File: src/rtl/cache_pkg.sv
// Shared types and default geometry for the cache memory arbiter.
package cache_pkg;

  typedef enum logic [1:0] {
    ARB_IDLE,
    ARB_XFER,
    ARB_RESP
  } arb_state_t;

  localparam int LINE_WORDS = 8;
  localparam int BEAT_W     = $clog2(LINE_WORDS);
  localparam int OFF        = BEAT_W + 2;

endpackage

File: src/rtl/rr_grant2.sv
// Two-way round-robin pick: a sole requester wins, a tie goes to the port
// that was not granted last time.
module rr_grant2 (
  input  logic [1:0] req_i,
  input  logic       last_gnt_i,
  output logic       gnt_o,
  output logic       any_o
);

  // Combinational winner selection.
  always_comb begin
    any_o = |req_i;
    gnt_o = 1'b0;
    if (&req_i) begin
      gnt_o = ~last_gnt_i;
    end else if (req_i[1]) begin
      gnt_o = 1'b1;
    end
  end

endmodule

File: src/rtl/cache_mem_arbiter.sv
// Shares one single-word memory port between the I-cache (port 0) and the
// D-cache (port 1). A granted line is moved as LINE_WORDS memory beats and
// completes with a one-cycle resp pulse (plus err if a beat timed out).
module cache_mem_arbiter #(
  parameter int ADDR_W     = 32,
  parameter int WORD_W     = 32,
  parameter int LINE_WORDS = cache_pkg::LINE_WORDS,
  parameter int TIMEOUT    = 64
) (
  input  logic                           clk_i,
  input  logic                           rst_ni,
  input  logic [1:0]                     req_i,
  input  logic [1:0]                     we_i,
  input  logic [2*ADDR_W-1:0]            addr_i,
  input  logic [2*LINE_WORDS*WORD_W-1:0] wline_i,
  output logic [LINE_WORDS*WORD_W-1:0]   rline_o,
  output logic [1:0]                     resp_o,
  output logic [1:0]                     err_o,
  output logic                           mem_req_o,
  output logic                           mem_we_o,
  output logic [ADDR_W-1:0]              mem_addr_o,
  output logic [WORD_W-1:0]              mem_wdata_o,
  input  logic [WORD_W-1:0]              mem_rdata_i,
  input  logic                           mem_ack_i
);

  import cache_pkg::*;

  localparam int BW   = $clog2(LINE_WORDS);
  localparam int OFFS = BW + 2;
  localparam int LA   = ADDR_W - OFFS;
  localparam int WCW  = $clog2(TIMEOUT);

  arb_state_t                  state_q, state_d;
  logic [BW-1:0]               beat_q, beat_d;
  logic [WCW-1:0]              wait_q, wait_d;
  logic                        last_gnt_q, last_gnt_d;
  logic                        gnt_q, gnt_d;
  logic                        abort_q, abort_d;
  logic                        we_q, we_d;
  logic [LA-1:0]               line_q, line_d;
  logic [LINE_WORDS*WORD_W-1:0] rline_q, rline_d;

  logic pick;
  logic any_req;
  logic in_xfer;
  logic ack;

  // Byte-offset bits of the request addresses are meaningless for a line.
  logic unused_addr_bits;
  assign unused_addr_bits = ^{addr_i[OFFS-1:0], addr_i[ADDR_W+OFFS-1:ADDR_W]};

  rr_grant2 u_rr (
    .req_i      (req_i),
    .last_gnt_i (last_gnt_q),
    .gnt_o      (pick),
    .any_o      (any_req)
  );

  assign in_xfer = (state_q == ARB_XFER);
  // Acks outside a transfer are ignored entirely.
  assign ack     = mem_ack_i & in_xfer;

  // Next-state logic for the line sequencer and fill buffer.
  always_comb begin
    state_d    = state_q;
    beat_d     = beat_q;
    wait_d     = wait_q;
    last_gnt_d = last_gnt_q;
    gnt_d      = gnt_q;
    abort_d    = abort_q;
    we_d       = we_q;
    line_d     = line_q;
    rline_d    = rline_q;
    case (state_q)
      ARB_IDLE: begin
        beat_d  = '0;
        wait_d  = '0;
        abort_d = 1'b0;
        if (any_req) begin
          state_d    = ARB_XFER;
          gnt_d      = pick;
          last_gnt_d = pick;
          we_d       = we_i[pick];
          line_d     = pick ? addr_i[2*ADDR_W-1 -: LA] : addr_i[ADDR_W-1 -: LA];
        end
      end
      ARB_XFER: begin
        if (ack) begin
          if (!we_q) begin
            rline_d[int'(beat_q)*WORD_W +: WORD_W] = mem_rdata_i;
          end
          wait_d = '0;
          if (beat_q == BW'(LINE_WORDS - 1)) begin
            state_d = ARB_RESP;
          end else begin
            beat_d = beat_q + BW'(1);
          end
        end else if (wait_q == WCW'(TIMEOUT - 1)) begin
          state_d = ARB_RESP;
          abort_d = 1'b1;
        end else begin
          wait_d = wait_q + WCW'(1);
        end
      end
      ARB_RESP: begin
        state_d = ARB_IDLE;
      end
      default: begin
        state_d = ARB_IDLE;
      end
    endcase
  end

  // Control state and fill buffer; reset aborts any line in flight.
  always_ff @(posedge clk_i) begin
    if (!rst_ni) begin
      state_q    <= ARB_IDLE;
      beat_q     <= '0;
      wait_q     <= '0;
      last_gnt_q <= 1'b1;
      gnt_q      <= 1'b0;
      abort_q    <= 1'b0;
      rline_q    <= '0;
    end else begin
      state_q    <= state_d;
      beat_q     <= beat_d;
      wait_q     <= wait_d;
      last_gnt_q <= last_gnt_d;
      gnt_q      <= gnt_d;
      abort_q    <= abort_d;
      rline_q    <= rline_d;
    end
  end

  // Latched request attributes; only observed while a line is in flight.
  always_ff @(posedge clk_i) begin
    we_q   <= we_d;
    line_q <= line_d;
  end

  // Memory-side beat outputs, forced to zero outside a transfer.
  always_comb begin
    mem_req_o   = in_xfer;
    mem_we_o    = in_xfer & we_q;
    mem_addr_o  = '0;
    mem_wdata_o = '0;
    if (in_xfer) begin
      mem_addr_o  = {line_q, beat_q, 2'b00};
      mem_wdata_o = wline_i[(int'(gnt_q)*LINE_WORDS + int'(beat_q))*WORD_W +: WORD_W];
    end
  end

  assign resp_o  = (state_q == ARB_RESP) ? {gnt_q, ~gnt_q} : 2'b00;
  assign err_o   = resp_o & {2{abort_q}};
  assign rline_o = rline_q;

endmodule

File: config.mk
export PLATFORM = sky130hd
export DESIGN_NAME = cache_mem_arbiter
export DESIGN_NICKNAME = d
export VERILOG_FILES = /design/src/rtl/cache_pkg.sv /design/src/rtl/rr_grant2.sv /design/src/rtl/cache_mem_arbiter.sv
export SDC_FILE = /design/constraint.sdc
export NUM_CORES = 1
export LEC_CHECK = 0
export ABC_CLOCK_PERIOD_IN_PS = 5920
export CAP_MARGIN = 10
export CORE_AREA = 2 2 363 365
export DETAILED_ROUTE_END_ITERATION = 8
export DIE_AREA = 0 0 365 367
export PLACE_DENSITY = 0.36
export SYNTH_ARGS = -nofsm -noshare
export SYNTH_HDL_FRONTEND = slang
export SYNTH_HIERARCHICAL = 1
export SYNTH_SLANG_ARGS = --single-unit
export TNS_END_PERCENT = 10
File: constraint.sdc
create_clock -name clk_i -period 5.92 [get_ports clk_i]
set_clock_uncertainty 0.15 [all_clocks]
set_input_delay 1.776 -clock clk_i [delete_from_list [all_inputs] [get_ports clk_i]]
set_output_delay 1.776 -clock clk_i [all_outputs]
set_load 0.01 [all_outputs]
==> report_table.html <==
<table>
<tr><th>Metric</th><th>Value</th></tr>
<tr><th colspan="2">Finish</th></tr>
<tr><td>Fraction of final layout cells sized beyond drive strength 1</td><td>0.124</td></tr>
<tr><td>Non-Filler Instances</td><td>around 4300</td></tr>
<tr><td>Area Growth Syn to Fin</td><td>76.6%</td></tr>
<tr><td>Layout filler cell count</td><td>between 10000 and 15000</td></tr>
<tr><td>Fin nets</td><td>~3100</td></tr>
<tr><td>Final instance area</td><td>29300 sq um</td></tr>
<tr><th colspan="2">Placed design</th></tr>
<tr><td>Estimated wirelength of the detail-placed design</td><td>between 100000 and 150000 microns</td></tr>
<tr><td>Number of port buffers</td><td>slightly above 900</td></tr>
<tr><td>Placer's final routability congestion estimate</td><td>~0.82</td></tr>
<tr><td>Cell Area, Placed</td><td>27800 sq um</td></tr>
<tr><td>Post-Place Setup Slack</td><td>~13 ps</td></tr>
<tr><td>Cell total after placement</td><td>4234</td></tr>
<tr><th colspan="2">Worst hold path</th></tr>
<tr><td>Path type of the worst min-delay path</td><td>reg -&gt; reg</td></tr>
<tr><td>Instance count along the most critical hold path</td><td>2</td></tr>
<tr><td>Worst hold start</td><td>rline_o[185]</td></tr>
<tr><th colspan="2">Outcome</th></tr>
<tr><td>Status</td><td>finished clean</td></tr>
<tr><th colspan="2">Logic synthesis</th></tr>
<tr><td>Top area cells in the synthesized netlist</td><td>dfxtp_1 (33%), mux4_2 (16%), mux2i_1 (7.0%), nand2_1 (6.2%), a21boi_1 (6.0%)</td></tr>
<tr><td>Adder-cell share of the synthesized area</td><td>0.00452</td></tr>
<tr><td>Dominant cell by count in the synthesized netlist</td><td>nand2_1</td></tr>
<tr><td>Post-synth top flop</td><td>dfxtp_1</td></tr>
<tr><td>Commonest cells in the netlist</td><td>nand2_1 (274), dfxtp_1 (270), nand3_1 (134)</td></tr>
<tr><td>Compound-gate portion of the synthesized area</td><td>0.139</td></tr>
<tr><td>Leading area contributor after synthesis</td><td>dfxtp_1</td></tr>
<tr><td>Distinct cell type count of the synthesized netlist</td><td>61</td></tr>
<tr><td>Yosys synthesis warning count</td><td>6</td></tr>
<tr><td>Area share of the leading cell type in the synthesized netlist</td><td>0.325</td></tr>
<tr><td>Number of enable-type register cells in the synthesized netlist</td><td>28</td></tr>
<tr><td>Share of synthesized cell area in and, or, nand and nor gates</td><td>0.175</td></tr>
<tr><td>Parity-gate share of the synthesized area counting xor and xnor cells</td><td>0</td></tr>
<tr><td>Average instance area after synthesis</td><td>between 10 and 15 sq um</td></tr>
<tr><td>Gate count after technology mapping</td><td>about 1600</td></tr>
<tr><td>Post-synthesis mux area share</td><td>0.246</td></tr>
<tr><td>FF+latch count, synth</td><td>slightly below 300</td></tr>
<tr><td>Netlist area before placement</td><td>16600 sq um</td></tr>
<tr><td>Sequential share of the synthesized area</td><td>0.376</td></tr>
<tr><td>Post-synthesis async set-or-reset flop share</td><td>0</td></tr>
<tr><td>Dominant combinational cell family by area after synthesis</td><td>multiplexers</td></tr>
<tr><th colspan="2">Drt</th></tr>
<tr><td>Detail-routed net length per standard cell</td><td>between 30 and 40 microns</td></tr>
<tr><td>Number of design rule violations left after detail routing</td><td>0</td></tr>
<tr><td>Total number of vias</td><td>17700</td></tr>
<tr><td>Drt via density</td><td>roughly 4</td></tr>
<tr><td>Iteration-0 DRC Markers</td><td>1214</td></tr>
<tr><td>Number of iterations in the first detailed-routing pass</td><td>4</td></tr>
<tr><td>Wire length reported by the detailed router</td><td>approximately 140000 microns</td></tr>
<tr><td>Residual antenna-violating net count after detailed routing</td><td>0</td></tr>
<tr><th colspan="2">Timing</th></tr>
<tr><td>Pins over their slew limit</td><td>0</td></tr>
<tr><td>Final period utilization</td><td>0.986</td></tr>
<tr><td>Final Worst Setup Slack</td><td>between 80 and 90 ps</td></tr>
<tr><td>Unrepaired setup endpoints after global routing</td><td>no</td></tr>
<tr><td>Sum Neg Setup Slack</td><td>0 ps</td></tr>
<tr><td>Final worst path period need</td><td>a little under 6000 ps</td></tr>
<tr><td>Slew of the pin with the lowest slew margin</td><td>roughly 1200 ps</td></tr>
<tr><td>Final number of setup-violating endpoints</td><td>0</td></tr>
<tr><td>F_max</td><td>171 MHz</td></tr>
<tr><td>Hold Worst Slack</td><td>298 ps</td></tr>
<tr><td>Number of endpoints with negative hold slack in the final report</td><td>0</td></tr>
<tr><td>Worst rel slew slack</td><td>0.229</td></tr>
<tr><th colspan="2">Worst setup path</th></tr>
<tr><td>Critical path capture point type</td><td>primary output</td></tr>
<tr><td>Highest fanout seen on the critical path</td><td>3</td></tr>
<tr><td>Required time reported for the critical path endpoint</td><td>about 4000 ps</td></tr>
<tr><td>Startpoint type of the worst setup path</td><td>input port</td></tr>
<tr><td>Critical path class</td><td>in -&gt; out</td></tr>
<tr><td>Worst Reg2Reg Path Length in Cells</td><td>7</td></tr>
<tr><td>Timing startpoint of the critical path</td><td>wline_i[492]</td></tr>
<tr><td>Worst path arrival time</td><td>3910 ps</td></tr>
<tr><td>Worst reg2reg path startpoint</td><td>beat_q[0]</td></tr>
<tr><th colspan="2">Clock network</th></tr>
<tr><td>TritonCTS clock tree</td><td>done</td></tr>
<tr><td>Clock slew at reported path FFs</td><td>~50 ps</td></tr>
<tr><td>Cts bufs inserted</td><td>42</td></tr>
<tr><td># Post-CTS Setup Buffers</td><td>0</td></tr>
<tr><td>Clock latency at the later pin of the worst-skew pair</td><td>590 ps</td></tr>
<tr><td>Clock tree buffer depth</td><td>3</td></tr>
<tr><td>Htree depth</td><td>2</td></tr>
<tr><td>Total clock sinks</td><td>298</td></tr>
<tr><td>Cell at the root of the clock tree</td><td>clkbuf_16</td></tr>
<tr><th colspan="2">Die</th></tr>
<tr><td>Total I/O pin count</td><td>between 900 and 1000</td></tr>
<tr><td>Total die area</td><td>roughly 130000 sq um</td></tr>
<tr><td>Width of the die</td><td>approximately 370 microns</td></tr>
<tr><td>Core Rows</td><td>between 100 and 150</td></tr>
<tr><td>Initial core utilization</td><td>0.127</td></tr>
<tr><td>Core box area</td><td>~130000 sq um</td></tr>
<tr><td>Y dimension of the die</td><td>approximately 370 microns</td></tr>
<tr><th colspan="2">Global route</th></tr>
<tr><td>Global-route wire length before repair</td><td>approximately 180000 microns</td></tr>
<tr><td>Pin count of the biggest net entering global routing</td><td>~120</td></tr>
<tr><td>Vias in the first global route</td><td>about 18000</td></tr>
<tr><td>Antenna violations before repair</td><td>106</td></tr>
<tr><td>Gr usage total</td><td>0.201</td></tr>
<tr><td>Leftover overflow at the end of global routing</td><td>0</td></tr>
<tr><th colspan="2">Power and ir drop</th></tr>
<tr><td>Leakage dissipation</td><td>approximately 10 nW</td></tr>
<tr><td>Worst IR drop on VDD</td><td>between 0.15 and 0.2 mV</td></tr>
<tr><td>Power Density</td><td>205 nW/um^2</td></tr>
<tr><th colspan="2">Run</th></tr>
<tr><td>Max-cap check violation count</td><td>0</td></tr>
</table>
-- cells by family after synthesis --
family	count (synthesis)
adders and majority gates	6
AOI/OAI and AO/OA	317
other	1
DFF	298
muxes	260
buffers and inverters	180
and+or+nand+nor	586
-- cells in the final DEF (no fill, tap or decap), drive strengths merged, types with 5 or more instances in the layout --
cell,count
o31ai,5
clkbuf,58
nand4,75
a32oi,5
nor3,6
nand2b,7
a22oi,11
clkinv,7
o22ai,20
ha,6
and2,36
nand3,134
o211ai,6
a221o,7
inv,11
diode,24
nor4,6
edfxtp,28
a21boi,195
o21ai,38
nor2,16
nor2b,7
mux4,116
a21oi,9
nand2,275
mux2i,116
clkdlybuf4s50,924
mux2,28
and3,9
buf,75
dfxtp,270
a22o,7
-- power breakdown --
group | switching, W | internal [W]
Sequential | 0.0000236 | 0.00208
Clock | 0.00111 | 0.00160
Combinational | 0.000547 | 0.000660
Total | 0.00168 | 0.00434
-- layout make-up --
cell class,count,area (sq um),area share
Tap cell,1755,2200,0.0748
Clock inverter,15,200,0.00682
Antenna cell,24,60.1,0.00205
Timing Repair Buffer,1001,9930,0.338
Clock buffer,58,1240,0.0423
Multi-Input combinational cell,1171,9430,0.321
Sequential cell,298,6250,0.213
Inverter,9,33.8,0.00115
-- worst paths after layout --
check / to / slack [ps]
setup / recovery: mem_wdata_o[12] / 90
hold / removal: rline_o[185] / 300
setup reg to reg: rline_o[223] / 1980
hold reg to reg: rline_o[185] / 300
-- layer usage --
layer | part of all wire | global-route usage
met5 | 0.00081 | 0
met4 | 0.036 | 0.0660
met3 | 0.075 | 0.0552
met2 | 0.51 | 0.360
met1 | 0.38 | 0.229
-- worst max-delay path, cell delays in order --
cell,delay (ps)
clkdlybuf4s50_1,400
mux2i_1,130
buf_4,200
a22oi_1,80
buf_4,210
a22o_1,220
a221o_1,370
clkdlybuf4s50_1,520
-- per-stage QoR --
step / total power (W) / utilization
after floorplan: 0.00254 / -
final: 0.00602 / 0.225
after global placement: 0.00338 / 0.213
after CTS: 0.00616 / 0.224
after detailed placement: 0.00337 / 0.213
after global routing: 0.00624 / 0.225
-- what timing repair did --
item,4_1_cts,5_1_grt
hold buffers,0,0
resized for setup,1,2
endpoints found under the setup margin,1,2
-- state kept, by name (all words and copies together) (netlist names) --
signal	cells
gnt_q	1
last_gnt_q	1
line_q	27
beat_q	3
abort_q	1
wait_q	6
state_q	2
we_q	1
rline_o	256
Note: power is estimated with default switching activity, not from simulation.
